[config.mk]
export PLATFORM = sky130hd
export DESIGN_NAME = arith_seq_ctrl_flat
export DESIGN_NICKNAME = d
export VERILOG_FILES = /design/src/rtl/arith_seq_ctrl_pkg.sv /design/src/rtl/arith_seq_ctrl_if.sv /design/src/rtl/arith_seq_ctrl_step.sv /design/src/rtl/arith_seq_ctrl.sv /design/src/flat_wrapper.sv
export SDC_FILE = /design/constraint.sdc
export NUM_CORES = 1
export LEC_CHECK = 0
export ABC_CLOCK_PERIOD_IN_PS = 6500
export BUFFER_PORTS_ARGS = -buffer_cell sky130_fd_sc_hd__buf_2
export CAP_MARGIN = 10
export CORE_MARGIN = 4
export CORE_UTILIZATION = 54
export CTS_BUF_LIST = sky130_fd_sc_hd__clkbuf_8
export CTS_CLUSTER_SIZE = 20
export DETAILED_ROUTE_END_ITERATION = 10
export PLACE_DENSITY = 0.82
export SETUP_SLACK_MARGIN = 0.4
export SLEW_MARGIN = 40
export SYNTH_ARGS = -nofsm -noshare
export SYNTH_HDL_FRONTEND = slang
export SYNTH_SLANG_ARGS = --single-unit
[constraint.sdc]
create_clock -name clk -period 6.5 [get_ports clk]
set_input_delay 0.65 -clock clk [delete_from_list [all_inputs] [get_ports clk]]
set_output_delay 0.65 -clock clk [all_outputs]
set_load 0.05 [all_outputs]
[src/rtl/arith_seq_ctrl_pkg.sv]
// ALUOperations: shared operation encoding, flag layout and sequencer types.
// Used by the single-cycle arithmetic unit and by the multi-cycle sequencer
// (arith_seq_ctrl) so that both produce results and flags in the same format.
package ALUOperations;

    typedef enum logic [4:0] {
        ALU_ADD    = 5'd0,
        ALU_SUB    = 5'd1,
        ALU_AND    = 5'd2,
        ALU_OR     = 5'd3,
        ALU_XOR    = 5'd4,
        ALU_SLL    = 5'd5,
        ALU_SRL    = 5'd6,
        ALU_SRA    = 5'd7,
        ALU_SLT    = 5'd8,
        ALU_SLTU   = 5'd9,
        ALU_MUL    = 5'd16,
        ALU_MULH   = 5'd17,
        ALU_MULHSU = 5'd18,
        ALU_MULHU  = 5'd19,
        ALU_DIV    = 5'd20,
        ALU_DIVU   = 5'd21,
        ALU_REM    = 5'd22,
        ALU_REMU   = 5'd23
    } alu_op_t;

    localparam int ARITH_SEQ_ITERS = 32;
    localparam int ARITH_SEQ_CNT_W = $clog2(ARITH_SEQ_ITERS);

    // Flag vector bit positions.
    localparam int FLAG_ZERO        = 0;
    localparam int FLAG_SIGN        = 1;
    localparam int FLAG_ODD_PARITY  = 2;
    localparam int FLAG_EVEN_PARITY = 3;
    localparam int FLAG_OVERFLOW    = 4;
    localparam int FLAG_CARRY       = 5;
    localparam int FLAG_DIV0        = 6;
    localparam int FLAG_W           = 7;

    typedef enum logic [1:0] {
        IDLE  = 2'd0,
        RUN   = 2'd1,
        FIXUP = 2'd2,
        DONE  = 2'd3
    } seq_state_t;

    typedef enum logic {
        STEP_MUL = 1'b0,
        STEP_DIV = 1'b1
    } step_mode_t;

    function automatic logic isMulOp(input alu_op_t op);
        return op inside {ALU_MUL, ALU_MULH, ALU_MULHSU, ALU_MULHU};
    endfunction

    function automatic logic isDivOp(input alu_op_t op);
        return op inside {ALU_DIV, ALU_DIVU, ALU_REM, ALU_REMU};
    endfunction

    function automatic logic opSignedA(input alu_op_t op);
        return op inside {ALU_MUL, ALU_MULH, ALU_MULHSU, ALU_DIV, ALU_REM};
    endfunction

    function automatic logic opSignedB(input alu_op_t op);
        return op inside {ALU_MUL, ALU_MULH, ALU_DIV, ALU_REM};
    endfunction

    // Flags derived from a final result; carry is never produced by the long ops.
    function automatic logic [FLAG_W-1:0] makeFlags(input logic [31:0] res,
                                                    input logic div0,
                                                    input logic ovf);
        logic [FLAG_W-1:0] f;
        f                   = '0;
        f[FLAG_ZERO]        = (res == 32'd0);
        f[FLAG_SIGN]        = res[31];
        f[FLAG_ODD_PARITY]  = ^res;
        f[FLAG_EVEN_PARITY] = ~(^res);
        f[FLAG_OVERFLOW]    = ovf;
        f[FLAG_CARRY]       = 1'b0;
        f[FLAG_DIV0]        = div0;
        return f;
    endfunction

endpackage

[src/rtl/arith_seq_ctrl_if.sv]
// Request/response bundle between the issue stage and the long-op sequencer.
//   in_valid/in_ready/in_op/in_a/in_b : request handshake and operands
//   flush                             : abort any op or held result
//   out_valid/out_ready               : result handshake
//   out_result/out_flags              : result word and flag vector
// master = requester side, slave = sequencer side.
interface arith_seq_ctrl_if;
    import ALUOperations::*;

    logic                in_valid;
    logic                in_ready;
    alu_op_t             in_op;
    logic [31:0]         in_a;
    logic [31:0]         in_b;
    logic                flush;
    logic                out_valid;
    logic                out_ready;
    logic [31:0]         out_result;
    logic [FLAG_W-1:0]   out_flags;

    modport master (
        output in_valid, in_op, in_a, in_b, flush, out_ready,
        input  in_ready, out_valid, out_result, out_flags
    );

    modport slave (
        input  in_valid, in_op, in_a, in_b, flush, out_ready,
        output in_ready, out_valid, out_result, out_flags
    );
endinterface

[src/rtl/arith_seq_ctrl_step.sv]
// arith_seq_step: one radix-2 iteration, purely combinational.
//   accIn/accOut : partial product high half / partial remainder (XLEN+1 bits)
//   mqIn/mqOut   : multiplier being shifted out / dividend shifting into quotient
//   operand      : multiplicand or divisor magnitude
//   mode         : STEP_MUL (shift-add) or STEP_DIV (restoring shift-subtract)
module arith_seq_step
    import ALUOperations::*;
#(
    parameter int XLEN = 32
) (
    input  logic [XLEN:0]   accIn,
    input  logic [XLEN-1:0] mqIn,
    input  logic [XLEN-1:0] operand,
    input  step_mode_t      mode,
    output logic [XLEN:0]   accOut,
    output logic [XLEN-1:0] mqOut
);

    logic [XLEN:0] sum;
    logic [XLEN:0] shifted;
    logic [XLEN:0] diff;

    always_comb begin
        accOut  = accIn;
        mqOut   = mqIn;
        sum     = '0;
        shifted = '0;
        diff    = '0;
        if (mode == STEP_DIV) begin
            // Remainder stays below the divisor, so the shifted value fits XLEN+1 bits.
            shifted = {accIn[XLEN-1:0], mqIn[XLEN-1]};
            diff    = shifted - {1'b0, operand};
            if (shifted >= {1'b0, operand}) begin
                accOut = diff;
                mqOut  = {mqIn[XLEN-2:0], 1'b1};
            end else begin
                accOut = shifted;
                mqOut  = {mqIn[XLEN-2:0], 1'b0};
            end
        end else begin
            // The product's low bits shift down into mq as the multiplier bits retire.
            sum    = accIn + (mqIn[0] ? {1'b0, operand} : '0);
            accOut = {1'b0, sum[XLEN:1]};
            mqOut  = {sum[0], mqIn[XLEN-1:1]};
        end
    end

endmodule

[src/rtl/arith_seq_ctrl.sv]
// arith_seq_ctrl: multi-cycle sequencer for MUL/MULH/MULHU/MULHSU/DIV/DIVU/REM/REMU.
//   clk    : clock
//   rst_n  : synchronous active-low reset
//   seqBus : arith_seq_ctrl_if.slave (request, flush and result handshakes)
// Operands are converted to magnitudes at accept, iterated one bit per cycle,
// and sign-corrected in FIXUP. Trivial cases finish on a fast path.
//
// state | meaning
// IDLE  | ready for a request
// RUN   | one shift-add / shift-subtract iteration per cycle
// FIXUP | sign correction, half/quotient/remainder select, flags
// DONE  | result held until consumed
module arith_seq_ctrl
    import ALUOperations::*;
#(
    parameter int XLEN       = 32,
    parameter bit EARLY_ZERO = 1'b1
) (
    input  logic             clk,
    input  logic             rst_n,
    arith_seq_ctrl_if.slave  seqBus
);

    localparam logic [XLEN-1:0]            MIN_INT    = {1'b1, {(XLEN-1){1'b0}}};
    localparam logic [ARITH_SEQ_CNT_W-1:0] LAST_COUNT = ARITH_SEQ_CNT_W'(ARITH_SEQ_ITERS - 1);

    seq_state_t state, stateNext;
    logic       inReady, outValid, accept;

    alu_op_t                      opReg;
    logic [ARITH_SEQ_CNT_W-1:0]   count;
    logic [XLEN:0]                accReg;
    logic [XLEN-1:0]              mqReg;
    logic [XLEN-1:0]              operandReg;
    logic                         negResult;
    logic                         negRem;
    logic [XLEN-1:0]              resultReg;
    logic [FLAG_W-1:0]            flagsReg;

    alu_op_t         opIn;
    logic [XLEN-1:0] aIn, bIn;
    logic            aNeg, bNeg;
    logic [XLEN-1:0] magA, magB;
    logic            divZero, divOvf, mulZero, unsupported, fastPath;
    logic [XLEN-1:0] fastResult;
    logic [FLAG_W-1:0] fastFlags;

    logic [XLEN:0]     stepAcc;
    logic [XLEN-1:0]   stepMq;
    logic [2*XLEN-1:0] product, signedProduct;
    logic [XLEN-1:0]   quotient, remainder, fixResult;

    assign opIn = seqBus.in_op;
    assign aIn  = seqBus.in_a;
    assign bIn  = seqBus.in_b;

    // Request decode: magnitudes and fast-path detection.
    always_comb begin
        aNeg        = opSignedA(opIn) & aIn[XLEN-1];
        bNeg        = opSignedB(opIn) & bIn[XLEN-1];
        magA        = aNeg ? -aIn : aIn;
        magB        = bNeg ? -bIn : bIn;
        divZero     = isDivOp(opIn) && (bIn == '0);
        divOvf      = (opIn inside {ALU_DIV, ALU_REM}) && (aIn == MIN_INT) && (bIn == '1);
        mulZero     = EARLY_ZERO && isMulOp(opIn) && ((aIn == '0) || (bIn == '0));
        unsupported = !isMulOp(opIn) && !isDivOp(opIn);
        fastPath    = divZero || divOvf || mulZero || unsupported;
        fastResult  = (divOvf && (opIn == ALU_DIV)) ? MIN_INT : '0;
        fastFlags   = makeFlags(fastResult, divZero, divOvf && (opIn == ALU_DIV));
    end

    arith_seq_step #(.XLEN(XLEN)) u_step (
        .accIn   (accReg),
        .mqIn    (mqReg),
        .operand (operandReg),
        .mode    (isDivOp(opReg) ? STEP_DIV : STEP_MUL),
        .accOut  (stepAcc),
        .mqOut   (stepMq)
    );

    always_comb begin
        product       = {accReg[XLEN-1:0], mqReg};
        signedProduct = negResult ? -product : product;
        quotient      = negResult ? -mqReg : mqReg;
        remainder     = negRem ? -accReg[XLEN-1:0] : accReg[XLEN-1:0];
        fixResult     = '0;
        case (opReg)
            ALU_MUL:                          fixResult = signedProduct[XLEN-1:0];
            ALU_MULH, ALU_MULHSU, ALU_MULHU:  fixResult = signedProduct[2*XLEN-1:XLEN];
            ALU_DIV, ALU_DIVU:                fixResult = quotient;
            ALU_REM, ALU_REMU:                fixResult = remainder;
            default:                          fixResult = '0;
        endcase
    end

    always_ff @(posedge clk) begin
        if (!rst_n) begin
            state <= IDLE;
        end else begin
            state <= stateNext;
        end
    end

    always_comb begin
        stateNext = state;
        inReady   = 1'b0;
        outValid  = 1'b0;
        accept    = 1'b0;
        case (state)
            IDLE: begin
                inReady = 1'b1;
                if (seqBus.in_valid && !seqBus.flush) begin
                    accept    = 1'b1;
                    stateNext = fastPath ? DONE : RUN;
                end
            end
            RUN: begin
                if (count == LAST_COUNT) begin
                    stateNext = FIXUP;
                end
            end
            FIXUP: begin
                stateNext = DONE;
            end
            DONE: begin
                outValid = 1'b1;
                if (seqBus.out_ready) begin
                    stateNext = IDLE;
                end
            end
            default: begin
                stateNext = IDLE;
            end
        endcase
        if (seqBus.flush) begin
            stateNext = IDLE;
        end
    end

    always_ff @(posedge clk) begin
        if (!rst_n) begin
            opReg      <= ALU_ADD;
            count      <= '0;
            accReg     <= '0;
            mqReg      <= '0;
            operandReg <= '0;
            negResult  <= 1'b0;
            negRem     <= 1'b0;
            resultReg  <= '0;
            flagsReg   <= '0;
        end else if (seqBus.flush) begin
            resultReg  <= '0;
            flagsReg   <= '0;
        end else begin
            case (state)
                IDLE: begin
                    if (accept) begin
                        opReg      <= opIn;
                        count      <= '0;
                        accReg     <= '0;
                        mqReg      <= magA;
                        operandReg <= magB;
                        negResult  <= aNeg ^ bNeg;
                        negRem     <= aNeg;
                        if (fastPath) begin
                            resultReg <= fastResult;
                            flagsReg  <= fastFlags;
                        end
                    end
                end
                RUN: begin
                    count  <= count + 1'b1;
                    accReg <= stepAcc;
                    mqReg  <= stepMq;
                end
                FIXUP: begin
                    resultReg <= fixResult;
                    flagsReg  <= makeFlags(fixResult, 1'b0, 1'b0);
                end
                default: begin
                end
            endcase
        end
    end

    assign seqBus.in_ready   = inReady;
    assign seqBus.out_valid  = outValid;
    assign seqBus.out_result = resultReg;
    assign seqBus.out_flags  = flagsReg;

endmodule

[src/flat_wrapper.sv]
// flat-port wrapper written by rule: the top's interface ports become plain ports
module arith_seq_ctrl_flat import ALUOperations::*;
#(
    parameter int XLEN       = 32,
    parameter bit EARLY_ZERO = 1'b1
)
  (clk, rst_n, seqBus_in_valid, seqBus_in_op, seqBus_in_a, seqBus_in_b, seqBus_flush, seqBus_out_ready, seqBus_in_ready, seqBus_out_valid, seqBus_out_result, seqBus_out_flags);
  arith_seq_ctrl_if seqBus_i ();
  input  logic clk;
  input  logic rst_n;
  input wire logic [$bits(seqBus_i.in_valid)-1:0] seqBus_in_valid;
  input wire logic [$bits(seqBus_i.in_op)-1:0] seqBus_in_op;
  input wire logic [$bits(seqBus_i.in_a)-1:0] seqBus_in_a;
  input wire logic [$bits(seqBus_i.in_b)-1:0] seqBus_in_b;
  input wire logic [$bits(seqBus_i.flush)-1:0] seqBus_flush;
  input wire logic [$bits(seqBus_i.out_ready)-1:0] seqBus_out_ready;
  output wire logic [$bits(seqBus_i.in_ready)-1:0] seqBus_in_ready;
  output wire logic [$bits(seqBus_i.out_valid)-1:0] seqBus_out_valid;
  output wire logic [$bits(seqBus_i.out_result)-1:0] seqBus_out_result;
  output wire logic [$bits(seqBus_i.out_flags)-1:0] seqBus_out_flags;
  assign seqBus_i.in_valid = seqBus_in_valid;
  assign seqBus_i.in_op = seqBus_in_op;
  assign seqBus_i.in_a = seqBus_in_a;
  assign seqBus_i.in_b = seqBus_in_b;
  assign seqBus_i.flush = seqBus_flush;
  assign seqBus_i.out_ready = seqBus_out_ready;
  assign seqBus_in_ready = seqBus_i.in_ready;
  assign seqBus_out_valid = seqBus_i.out_valid;
  assign seqBus_out_result = seqBus_i.out_result;
  assign seqBus_out_flags = seqBus_i.out_flags;
  arith_seq_ctrl #(.XLEN(XLEN), .EARLY_ZERO(EARLY_ZERO)) u_core (.clk(clk), .rst_n(rst_n), .seqBus(seqBus_i));
endmodule
==> Flow_metrics.wiki <==
{| class="wikitable"
! Metric !! Value
|-
| Placed wire-length estimate || 39.7 mm
|-
| Site row count || 59
|-
| Chip height || between 150 and 200 um
|-
| Starting utilization of the core area || 55.4%
|-
| Warnings from Yosys || 0
|-
| Routed WL || 52.6 mm
|-
| Type of the worst min-delay path || in -> reg
|-
| Final core utilization || roughly three fifths
|-
| Setup slack after layout || 1480 ps
|-
| Number of global-route vias before repair || 14700
|-
| Max-slew violation count || 0
|-
| Endpoint of the most critical setup path || u_core.seqBus.out_flags[2]$_SDFFE_PP0P_
|-
| Required time of the worst setup path || just under 7000 ps
|-
| Cell count after synthesis || 2047
|-
| CTS H-tree depth || 4
|-
| Drt wl/cell || 21.7 um
|-
| TritonCTS clock tree || done
|-
| Worst ir drop on vdd || 0.000113 V
|-
| Number of nets still failing antenna checks after routing || 0
|-
| Syn_nets || 2214
|-
| Summed instance area of the synthesized netlist || 14600 um^2
|-
| Area of the die || 29700 um^2
|-
| Synth Flop Type || dfxtp_1
|-
| Count of unique library cells instantiated by Yosys || slightly below 90
|-
| Number of I/O port buffers || 113
|-
| Synthesis-stage register bit count || 148
|-
| Overflow after GRT || 0
|-
| Grt met3 use || 7.68%
|-
| Final hold violations || 0
|-
| Clk_skew || 19.3 ps
|-
| Worst reg2reg endpoint || u_core.seqBus.out_flags[2]$_SDFFE_PP0P_
|-
| Final setup violating endpoints || 0
|-
| Post-cts hold buffer count || 0
|-
| Via count || ~16000
|-
| Initial antenna violation count || 1
|-
| Clock-pin transition on the worst setup and hold timing paths || 90 ps
|-
| Unrepaired setup endpoints after global routing || no
|-
| Clock network latency to the later pin of the worst-skew pair || around 480 ps
|-
| IO Count || 115
|-
| CP Data Arrival Time || 5380 ps
|-
| Initial DRC count || 1793
|-
| Layout cells sized above 1 || 10.1%
|-
| Run status || finished, final reports clean
|-
| Area growth, synth to finish || 6.89%
|-
| F_max || about 0.2 GHz
|-
| Endpoint kind of the worst setup timing path || flip-flop
|-
| Share of the cycle needed by the critical path after routing || 77.2%
|-
| Max Cap Violations || 0
|-
| Reg-to-Reg Start || u_core.accReg[0]$_SDFFE_PN0P_
|-
| First-pass GRT wire length || 82.3 mm
|-
| Post-Route Setup TNS || 0 ps
|-
| Nets@finish || 2242
|-
| Post-synthesis sequential area ratio || 20.3%
|-
| Max-Slew Margin vs Limit || 43.0%
|-
| Minimum period implied by the final worst setup slack || roughly 5000 ps
|-
| Number of clock sinks || around 150
|-
| Number of flops mapped to enable cells by yosys || 0
|-
| Final routed DRC violation total || 0
|-
| Met1 Usage GRT || around half
|-
| Slew at the pin with the worst max-slew slack || 850 ps
|-
| Met2 track demand over resource in global routing || between 50 and 60%
|-
| Tot GR Track Use || 34.9%
|-
| Global placement routability congestion || 1.04
|-
| Total leakage power || approximately 0.0064 uW
|-
| Root buffer cell || clkbuf_8
|-
| CTS Buf Count || 17
|-
| Post-DR vias/cell || 6.58
|-
| Setup repair bufs after CTS || 0
|-
| Reg2reg setup slack || 1480 ps
|-
| Mean instance size in the synthesized netlist || 7.13 um^2
|-
| First element of the critical path || u_core.accReg[0]$_SDFFE_PN0P_
|-
| Area of the placeable core || 26400 um^2
|-
| Maximum number of pins on one net before global-route repair || 61
|-
| Buffers from clock root to sink, at most || 2
|-
| Max Fanout on Critical Path || 8
|-
| First-pass detailed-route iteration total || 6
|-
| Cts repair resizes || 0
|-
| Worst slack at placement || 1620 ps
|-
| Fraction of registers with async set/reset || 0%
|-
| Type of the setup path with the least slack || reg -> reg
|-
| Most congested layer reported by global routing || met2
|-
| Type of element launching the critical path || flip-flop
|-
| Worst reg2reg path depth || 18
|-
| Power density over cell area || 161 nW/um^2
|-
| Horiz. Die Dim || roughly 170 um
|}
[layout by cell type (no fill, tap or decap), types with 22 or more instances in the layout]
cell      Yosys  layout
nand2_1     299     298
nor2_1      176     170
o21ai_0     155     155
dfxtp_1     148     147
a21oi_1     146     146
buf_2         2     113
xnor2_1     101     101
ha_1         91      91
inv_1        68      68
xor2_1       68      68
nand3_1      62      62
nor3_1       49      48
o211ai_1     43      43
a21boi_0     37      37
a211oi_1     29      29
o31ai_1      29      28
nand4_1      27      27
a22oi_1      27      27
buf_4         6      24
a21o_1       23      23
o211a_1      23      23
and2_1       22      22
[sequential cells by signal, indices dropped and copies added (netlist names)]
name	count
u_core.negResult	1
u_core.seqBus.out_result	31
u_core.accReg	33
u_core.count	5
u_core.mqReg	32
u_core.operandReg	32
u_core.negRem	1
u_core.seqBus.out_flags	6
u_core.state	2
u_core.opReg	5
[area by class of cell]
cell class / count / area (um^2)
Multi-Input combinational cell: 1703 / 10800
Fill cell: 2502 / 10800
Sequential cell: 148 / 2960
Timing Repair Buffer: 137 / 746
Tap cell: 335 / 419
Inverter: 68 / 255
Clock buffer: 17 / 234
Clock inverter: 15 / 184
Antenna cell: 1 / 2.50
[kinds of logic (layout without fill, tap and decap cells)]
family / after synthesis / after routing / share of synthesized area (%)
AOI/OAI and AO/OA: 647 / 647 / 29.4
xor gates and xnor gates: 169 / 169 / 10.1
adders and majority gates: 93 / 93 / 8.08
buffers and inverters: 196 / 237 / 6.06
DFF: 148 / 148 / 20.3
muxes: 12 / 12 / 0.849
other: 1 / 2 / 0.0257
and+or+nand+nor: 781 / 781 / 25.1
[worst min-delay path by stage]
stage / startpoint / end / slack [ps] / depth (start not counted)
after global placement: u_core.seqBus.out_result[8]$_SDFFE_PP0P_ / u_core.seqBus.out_result[8]$_SDFFE_PP0P_ / 430 / 2
final: seqBus_in_op[3] / u_core.opReg[3]$_SDFFE_PN0P_ / 450 / 3
after CTS: seqBus_in_op[3] / u_core.opReg[3]$_SDFFE_PN0P_ / 430 / 3
after floorplan: u_core.count[3]$_SDFFE_PN0P_ / u_core.count[3]$_SDFFE_PN0P_ / 410 / 1
after detailed placement: u_core.seqBus.out_result[17]$_SDFFE_PP0P_ / u_core.seqBus.out_result[17]$_SDFFE_PP0P_ / 440 / 2
after global routing: seqBus_in_op[1] / u_core.opReg[1]$_SDFFE_PN0P_ / 450 / 3
[cells in the mapped netlist, types with 20 or more instances]
| master | number | share of area (%) |
|---|---|---|
| a22oi_1 | 27 | 1.4 |
| o211a_1 | 23 | 1.6 |
| nor3_1 | 49 | 1.7 |
| a21oi_1 | 146 | 5.0 |
| nand4_1 | 27 | 1.2 |
| inv_1 | 68 | 1.7 |
| a21boi_0 | 37 | 1.9 |
| o31ai_1 | 29 | 1.5 |
| a211oi_1 | 29 | 1.5 |
| xnor2_1 | 101 | 6.1 |
| and2_1 | 22 | 0.94 |
| nor2_1 | 176 | 4.5 |
| xor2_1 | 68 | 4.1 |
| ha_1 | 91 | 7.8 |
| nand3_1 | 62 | 2.1 |
| nand2b_1 | 20 | 0.86 |
| o211ai_1 | 43 | 2.2 |
| nand2_1 | 299 | 7.7 |
| clkbuf_1 | 106 | 2.7 |
| a21o_1 | 23 | 1.2 |
| o21ai_0 | 155 | 5.3 |
| dfxtp_1 | 148 | 20 |
[metal layers]
| layer | share of wire, % | routed length (um) | vias up |
|---|---|---|---|
| li1 | - | - | 7474 |
| met1 | 44 | 23000 | 7473 |
| met2 | 42 | 22300 | 874 |
| met3 | 11 | 5690 | 117 |
| met4 | 3.0 | 1580 | 0 |
| met5 | 0 | 0 | - |
[report_power, final]
group / total (uW) / internal (uW) / switching [uW]
Sequential: 987 / 941 / 45.1
Combinational: 712 / 250 / 462
Clock: 812 / 358 / 454
Total: 2510 / 1550 / 960
[worst max-delay path: stages, from the launching register on]
cell and delay [ps]:
dfxtp_1 400, inv_1 200, ha_1 210, or3b_1 440, or4_1 620, nor2_1 530
nand2_1 300, o41ai_4 270, xnor2_1 100, a222oi_1 530, ha_1 330, xnor2_1 180
xnor2_1 150, xnor2_1 160, xnor2_1 100, a21oi_1 140, nand2_1 90, o21ai_0 90
nor2_1 60
[through the flow]
| stage | cells | hold WS [ps] | area, um^2 | total power, uW |
|---|---|---|---|---|
| finish | 2424 | 452 | 15600 | 2510 |
| global route | 2423 | 452 | 15600 | 2620 |
| CTS | 2423 | 431 | 15600 | 2490 |
| detailed placement | 2391 | 439 | 15200 | 1690 |
| global placement | 2391 | 433 | 15100 | 1680 |
| floorplan | 2047 | 415 | 14600 | 1490 |
(Power assumes the default switching activity.)
